File: src/rtl/mod_fold_pkg.sv
// mod_fold_pkg: shared types and helpers for the fold reducer.
// State enum, modulus address helper, fold-count width helper.
package mod_fold_pkg;

   typedef enum logic [1:0] {
      ST_IDLE,
      ST_FOLD,
      ST_SUB,
      ST_DONE
   } state_e;

   // Config address of the modulus register (one past the table).
   function automatic int mod_addr(input int mb);
      return 1 << mb;
   endfunction

   // Bits needed to count 0..n-1.
   function automatic int cnt_w(input int n);
      return (n < 2) ? 1 : $clog2(n);
   endfunction

endpackage

File: src/rtl/mod_fold_corr_table.sv
// mod_fold_corr_table: 2^MB x W correction register file.
// Ports: clk, rst_n (sync, low), one write port (we_i/waddr_i/wdata_i),
// one combinational read port (raddr_i -> rdata_o).
module mod_fold_corr_table #(
   parameter int W  = 89,
   parameter int MB = 3
) (
   input  logic          clk,
   input  logic          rst_n,
   input  logic          we_i,
   input  logic [MB-1:0] waddr_i,
   input  logic [W-1:0]  wdata_i,
   input  logic [MB-1:0] raddr_i,
   output logic [W-1:0]  rdata_o
);

   logic [W-1:0] mem_q [2**MB];

   always_ff @(posedge clk) begin
      if (!rst_n) begin
         for (int i = 0; i < 2**MB; i++) begin
            mem_q[i] <= '0;
         end
      end else if (we_i) begin
         mem_q[waddr_i] <= wdata_i;
      end
   end

   assign rdata_o = mem_q[raddr_i];

endmodule

File: src/rtl/mod_fold_reduce.sv
// mod_fold_reduce: programmable overflow-folding modular reducer.
// Ports: clk, rst_n (sync, low); cfg_we/cfg_addr/cfg_wdata table and
// modulus writes; in_valid/in_ready/in_data {M,low} input handshake;
// out_valid/out_ready/out_data/out_err output handshake.
// Macro MOD_FOLD_FINAL_SUB_EN adds the modulus register and SUB state.
module mod_fold_reduce
   import mod_fold_pkg::*;
#(
   parameter int W         = 89,
   parameter int MB        = 3,
   parameter int MAX_FOLDS = 3
) (
   input  logic          clk,
   input  logic          rst_n,
   input  logic          cfg_we,
   input  logic [MB:0]   cfg_addr,
   input  logic [W-1:0]  cfg_wdata,
   input  logic          in_valid,
   output logic          in_ready,
   input  logic [W+MB-1:0] in_data,
   output logic          out_valid,
   input  logic          out_ready,
   output logic [W-1:0]  out_data,
   output logic          out_err
);

   localparam int CW = cnt_w(MAX_FOLDS + 1);
   localparam logic [CW-1:0] LAST = CW'(MAX_FOLDS - 1);

   state_e          state_q;
   logic [W-1:0]    low_q;
   logic [MB-1:0]   idx_q;
   logic [CW-1:0]   cnt_q;
   logic            out_valid_q;
   logic [W-1:0]    out_data_q;
   logic            out_err_q;

   logic            idle;
   logic            tbl_we;
   logic [W-1:0]    corr;
   logic [W:0]      sum_d;

   assign idle     = (state_q == ST_IDLE);
   assign in_ready = idle;
   // Config is only accepted while idle; cfg_addr[MB] set means
   // the address is outside the table.
   assign tbl_we   = cfg_we && idle && !cfg_addr[MB];
   assign sum_d    = {1'b0, low_q} + {1'b0, corr};

   assign out_valid = out_valid_q;
   assign out_data  = out_data_q;
   assign out_err   = out_err_q;

   mod_fold_corr_table #(
      .W  (W),
      .MB (MB)
   ) u_table (
      .clk     (clk),
      .rst_n   (rst_n),
      .we_i    (tbl_we),
      .waddr_i (cfg_addr[MB-1:0]),
      .wdata_i (cfg_wdata),
      .raddr_i (idx_q),
      .rdata_o (corr)
   );

`ifdef MOD_FOLD_FINAL_SUB_EN
   localparam logic [MB:0] MOD_A = (MB+1)'(mod_addr(MB));

   logic [W-1:0] mod_q;
   logic         sub_ok;

   assign sub_ok = (mod_q != '0) && (low_q >= mod_q);

   always_ff @(posedge clk) begin
      if (!rst_n) begin
         mod_q <= '0;
      end else if (cfg_we && idle && cfg_addr == MOD_A) begin
         mod_q <= cfg_wdata;
      end
   end
`endif

   always_ff @(posedge clk) begin
      if (!rst_n) begin
         state_q     <= ST_IDLE;
         low_q       <= '0;
         idx_q       <= '0;
         cnt_q       <= '0;
         out_valid_q <= 1'b0;
         out_data_q  <= '0;
         out_err_q   <= 1'b0;
      end else begin
         unique case (state_q)
            ST_IDLE: begin
               if (in_valid) begin
                  low_q   <= in_data[W-1:0];
                  idx_q   <= in_data[W+MB-1:W];
                  cnt_q   <= '0;
                  state_q <= ST_FOLD;
               end
            end
            ST_FOLD: begin
               low_q <= sum_d[W-1:0];
               // Carry out becomes the next overflow index.
               idx_q <= MB'(sum_d[W]);
               cnt_q <= cnt_q + CW'(1);
               if (!sum_d[W]) begin
`ifdef MOD_FOLD_FINAL_SUB_EN
                  state_q <= ST_SUB;
`else
                  state_q     <= ST_DONE;
                  out_valid_q <= 1'b1;
                  out_data_q  <= sum_d[W-1:0];
                  out_err_q   <= 1'b0;
`endif
               end else if (cnt_q == LAST) begin
                  state_q     <= ST_DONE;
                  out_valid_q <= 1'b1;
                  out_data_q  <= sum_d[W-1:0];
                  out_err_q   <= 1'b1;
               end
            end
            ST_SUB: begin
`ifdef MOD_FOLD_FINAL_SUB_EN
               // Reached only without a fold-limit error.
               state_q     <= ST_DONE;
               out_valid_q <= 1'b1;
               out_err_q   <= 1'b0;
               out_data_q  <= sub_ok ? low_q - mod_q : low_q;
`else
               state_q <= ST_IDLE;
`endif
            end
            ST_DONE: begin
               if (out_ready) begin
                  out_valid_q <= 1'b0;
                  state_q     <= ST_IDLE;
               end
            end
         endcase
      end
   end

endmodule

File: config.mk
export PLATFORM = sky130hd
export DESIGN_NAME = mod_fold_reduce
export DESIGN_NICKNAME = d
export VERILOG_FILES = /design/src/rtl/mod_fold_pkg.sv /design/src/rtl/mod_fold_corr_table.sv /design/src/rtl/mod_fold_reduce.sv
export SDC_FILE = /design/constraint.sdc
export NUM_CORES = 2
export LEC_CHECK = 0
export ABC_CLOCK_PERIOD_IN_PS = 21200
export BUFFER_PORTS_ARGS = -buffer_cell sky130_fd_sc_hd__buf_2
export CAP_MARGIN = 20
export CORE_UTILIZATION = 38
export DETAILED_ROUTE_END_ITERATION = 7
export GPL_TIMING_DRIVEN = 0
export PLACE_DENSITY = 0.56
export SETUP_SLACK_MARGIN = 0.15
export SLEW_MARGIN = 20
export SYNTH_ARGS = -nofsm -noshare
export SYNTH_HDL_FRONTEND = slang
export SYNTH_SLANG_ARGS = --single-unit
File: constraint.sdc
create_clock -name clk -period 21.2 [get_ports clk]
set_input_delay 4.24 -clock clk [delete_from_list [all_inputs] [get_ports clk]]
set_output_delay 4.24 -clock clk [all_outputs]
set_load 0.05 [all_outputs]
==> run summary <==
Of the synthesized area, sequential elements account for 0.5645. The cell area after layout is roughly 53000 um^2. The post-detailed-route wirelength per cell is around 26 um. For this design the ratio of total power to cell area is about 91 nW/um^2. By area the synthesized netlist is led by edfxtp_1, and2_1, mux4_2. Summing all multi-input logic gate instances after layout gives about 18000 um^2. Across the routed clock network, the largest skew measured is approximately 0.029 ns. The clock edge transition at the registers on the reported setup and hold paths is about 0.06 ns. The aggregate routed wire length is between 100000 and 150000 um. The worst reg-to-reg setup slack is about 13 ns.

The pin count of the biggest net entering global routing came out at 38. In the global route stage, overall resource usage came out at 0.2454. Buffers inserted during clock tree synthesis total 101. The largest fanout of any net on the critical path came out at 37. The net switching power is about 1.4 mW. The signal on the critical path passes through clkbuf_1 -> inv_1 -> nor2_1 -> nand4b_1 -> nor3_2 -> buf_6 -> clkbuf_1 -> nand2b_4 -> buf_12 -> buf_16. Setup repair after global routing left no endpoint under its margin. The clock tree from TritonCTS is done. The layout-stage area growth over the synthesis result came out at 17.73%.

The share of total power dissipated in the clock network is 0.365. The top cell type's share of synthesized area is 0.4793. On the worst path, the slowest cell contributes a delay of approximately 0.84 ns. Overall power consumption after layout is estimated at between 4 and 5 mW. The area taken by flip-flops and latches is between 20000 and 30000 um^2. The final total negative setup slack came out at 0 ns. After clock tree synthesis, the repair step resized 0 gates. After synthesis the netlist holds a flip-flop and latch count of around 900. The clock latency at the later pin of the worst-skew pair came out at 0.69 ns. In this run, placement finished with an instance count of ~5500. CTS built an H-tree with a depth of 3.

The number of enable-type register cells in the synthesized netlist is 712. The post-route non-filler standard cell count is about 5700. The number of hold-repair buffers added at the cts stage came out at 0. The tool flagged a number of max-cap violations equal to 0. The slew at the pin with the worst max-slew slack came out at 1.273 ns.

The net switching fraction of the power came out at 0.3008. The flow ran to the end, and the final reports show no timing, DRC or antenna violations. After floorplanning, the core was divided into 125 placement rows. The kind of cell with the highest combined delay along the critical path is simple AND/OR/NAND/NOR gates. The initial antenna violation count came out at 8.

The cell that appears most often on the critical path is clkbuf_1. Yosys mapped the design onto 80 distinct sky130hd cell types. Counting every sink on the clock net gives between 900 and 1000.

The number of global-route vias before repair came out at 30280. The routed via count came out at around 31000. The cell count after synthesis is 3626.

The count of final max-slew check failures came to 0. The number of buffers and inverters on the critical path is 6. The share of synthesized flip-flops with an asynchronous set or reset is 0. The internal power came out at between 3 and 4 mW. The worst setup path is launched from an input port. After layout, the minimum clock period comes to about 8.3 ns. The critical path start-end classification is input port to flop.

The total overflow left after global routing is 0. The filler cell count in the final layout is approximately 11000. The fraction of power consumed by combinational cells came out at 0.204. The core outline area is between 100000 and 150000 um^2. The most used flip-flop cell after synthesis is edfxtp_1.

The post-synthesis instance area is between 40000 and 50000 um^2. The final critical-path share of the clock period is 0.3894. The final setup slack of the worst path is between 10 and 15 ns. The wire-length estimate of the detail-placed layout is between 100000 and 150000 um. Dividing the synthesized area by the synthesized cell count gives ~12 um^2. The master cell of the clock root buffer is clkbuf_16. The worst path required time came out at 21.56 ns. The core utilization of the finished layout is 0.4513. After clock tree synthesis, the setup repair step added 0 buffers. The worst hold path class is flop to flop. The initial core utilization is 0.3834. The critical path endpoint category is a flop. The floorplan step set the die width to approximately 340 um. The count of yosys warnings during synthesis is 0. The die area is between 100000 and 150000 um^2. Measured against its own limit, the worst slew margin works out to 0.1517. The net total in the final layout came out at around 4300. The starting DRC count in detailed routing is around 3100. The arrival time reported for the critical path endpoint came out at about 8.6 ns. The per-cell via count in the routed design is between 5 and 6.

The count of pins on the block boundary is roughly 280. The number of endpoints with negative hold slack in the final report was 0. edfxtp_1 takes more of the synthesized area than any other cell. Synthesis produced a netlist with a net count of between 3000 and 4000. The largest buffer count on any clock path came out at 3.

The routability congestion estimate from global placement is between 0.9 and 1. The post-detailed-placement cell area came out at 49240 um^2. For this design the static power due to leakage is just under 20 nW.

The count of final setup violators came out at 0. The vertical extent of the die is ~340 um. The number of detailed-routing iterations run before antenna repair is 5. The number of design rule violations left after detail routing is 0.

The quantity of I/O buffers inserted on ports came out at between 200 and 300. Across the VDD grid, the largest voltage drop is between 0.06 and 0.07 mV. The highest attainable clock frequency came out at roughly 120 MHz.

The final hold slack came out at approximately 0.45 ns. The first global-routing pass estimated approximately 210000 um of wire. The fraction of power consumed by sequential logic came out at 0.431. The residual antenna-violating net count after detailed routing is 0.

The layout cell share with drive strength beyond 1 came out at 0.2002. The worst slack at placement is roughly 12 ns. For this design, the slowest cell found on the critical path is nor3_2.
-- metal layers --
layer | part of all wire | up-vias | wire length (um) | GRT usage
li1 | - | 14180 | - | -
met1 | 0.43 | 15480 | 63430 | 0.3514
met2 | 0.46 | 1187 | 66730 | 0.3831
met3 | 0.088 | 174 | 12870 | 0.04667
met4 | 0.023 | 2 | 3313 | 0.05973
met5 | 0.000061 | - | 9 | 0
-- power by group through the flow --
stage	clock network (mW)	logic [mW]	registers, mW
floorplan	0	0.555	2.17
global placement	0	0.936	2.13
detailed placement	0	0.965	2.10
CTS	1.77	0.971	2.06
global route	1.83	1.05	2.07
finish	1.75	0.975	2.06
-- cell families after synthesis --
kind of cell / synth area share
compound gates: 0.08728
xor+xnor: 0.01590
fa+ha+maj: 0.02569
buf+inv: 0.02561
flops: 0.5645
mux: 0.1135
simple gates: 0.1675
-- final cells by class --
cell class | instances | share of cell area
Clock buffer | 126 | 0.05265
Multi-Input combinational cell | 2444 | 0.3508
Inverter | 30 | 0.002144
Buffer | 250 | 0.01968
Sequential cell | 902 | 0.4795
Antenna cell | 4 | 0.0001906
Clock inverter | 62 | 0.009387
Timing Repair Buffer | 327 | 0.04934
Tap cell | 1524 | 0.03631
-- layout by cell type, fill, tap and decap left out, types with 52 or more instances in the layout --
cell,instances
buf_2,287
mux2_2,89
nor2_1,145
mux4_2,178
clkbuf_16,104
a21oi_1,231
and2_1,717
nand3_1,52
dfxtp_1,190
clkbuf_1,213
ha_1,90
edfxtp_1,712
xnor2_1,64
o21ai_0,97
nand2_1,306
-- path summary, 6_finish.rpt --
check,startpoint,endpoint,cells past startpoint
worst max-delay path,rst_n,u_table.mem_q[0][34]$_SDFFCE_PN0P_,10
worst min-delay path,out_data[64]$_SDFFE_PN0P_,out_data[64]$_SDFFE_PN0P_,2
worst max register to register,flop,low_q[72]$_SDFFE_PN0P_,17
worst min register to register,out_data[64]$_SDFFE_PN0P_,out_data[64]$_SDFFE_PN0P_,2
-- Yosys cell counts (all sizes together) (29+ instances only) --
| master | number |
|---|---|
| a21o | 39 |
| a21oi | 261 |
| a311oi | 29 |
| and2 | 717 |
| buf | 46 |
| clkbuf | 204 |
| dfxtp | 190 |
| edfxtp | 712 |
| ha | 90 |
| inv | 30 |
| mux2 | 89 |
| mux4 | 178 |
| nand2 | 308 |
| nand3 | 52 |
| nand4 | 45 |
| nor2 | 153 |
| nor3 | 39 |
| o21ai | 124 |
| o21bai | 32 |
| xnor2 | 64 |
-- sequential cells by signal, indices dropped and copies added, names as in the netlist, named ones only --
signal and count:
out_err 1, u_table.mem_q 712, state_q 2, idx_q 3, cnt_q 2, out_valid 1, out_data 89, low_q 89
-- tightest hold or removal path: cells and delay by family (launching register included) --
kind            cells  cell delay (ns)
flops               1             0.31
simple gates        1             0.05
compound gates      1             0.05
Power figures use the tool's default switching activity.
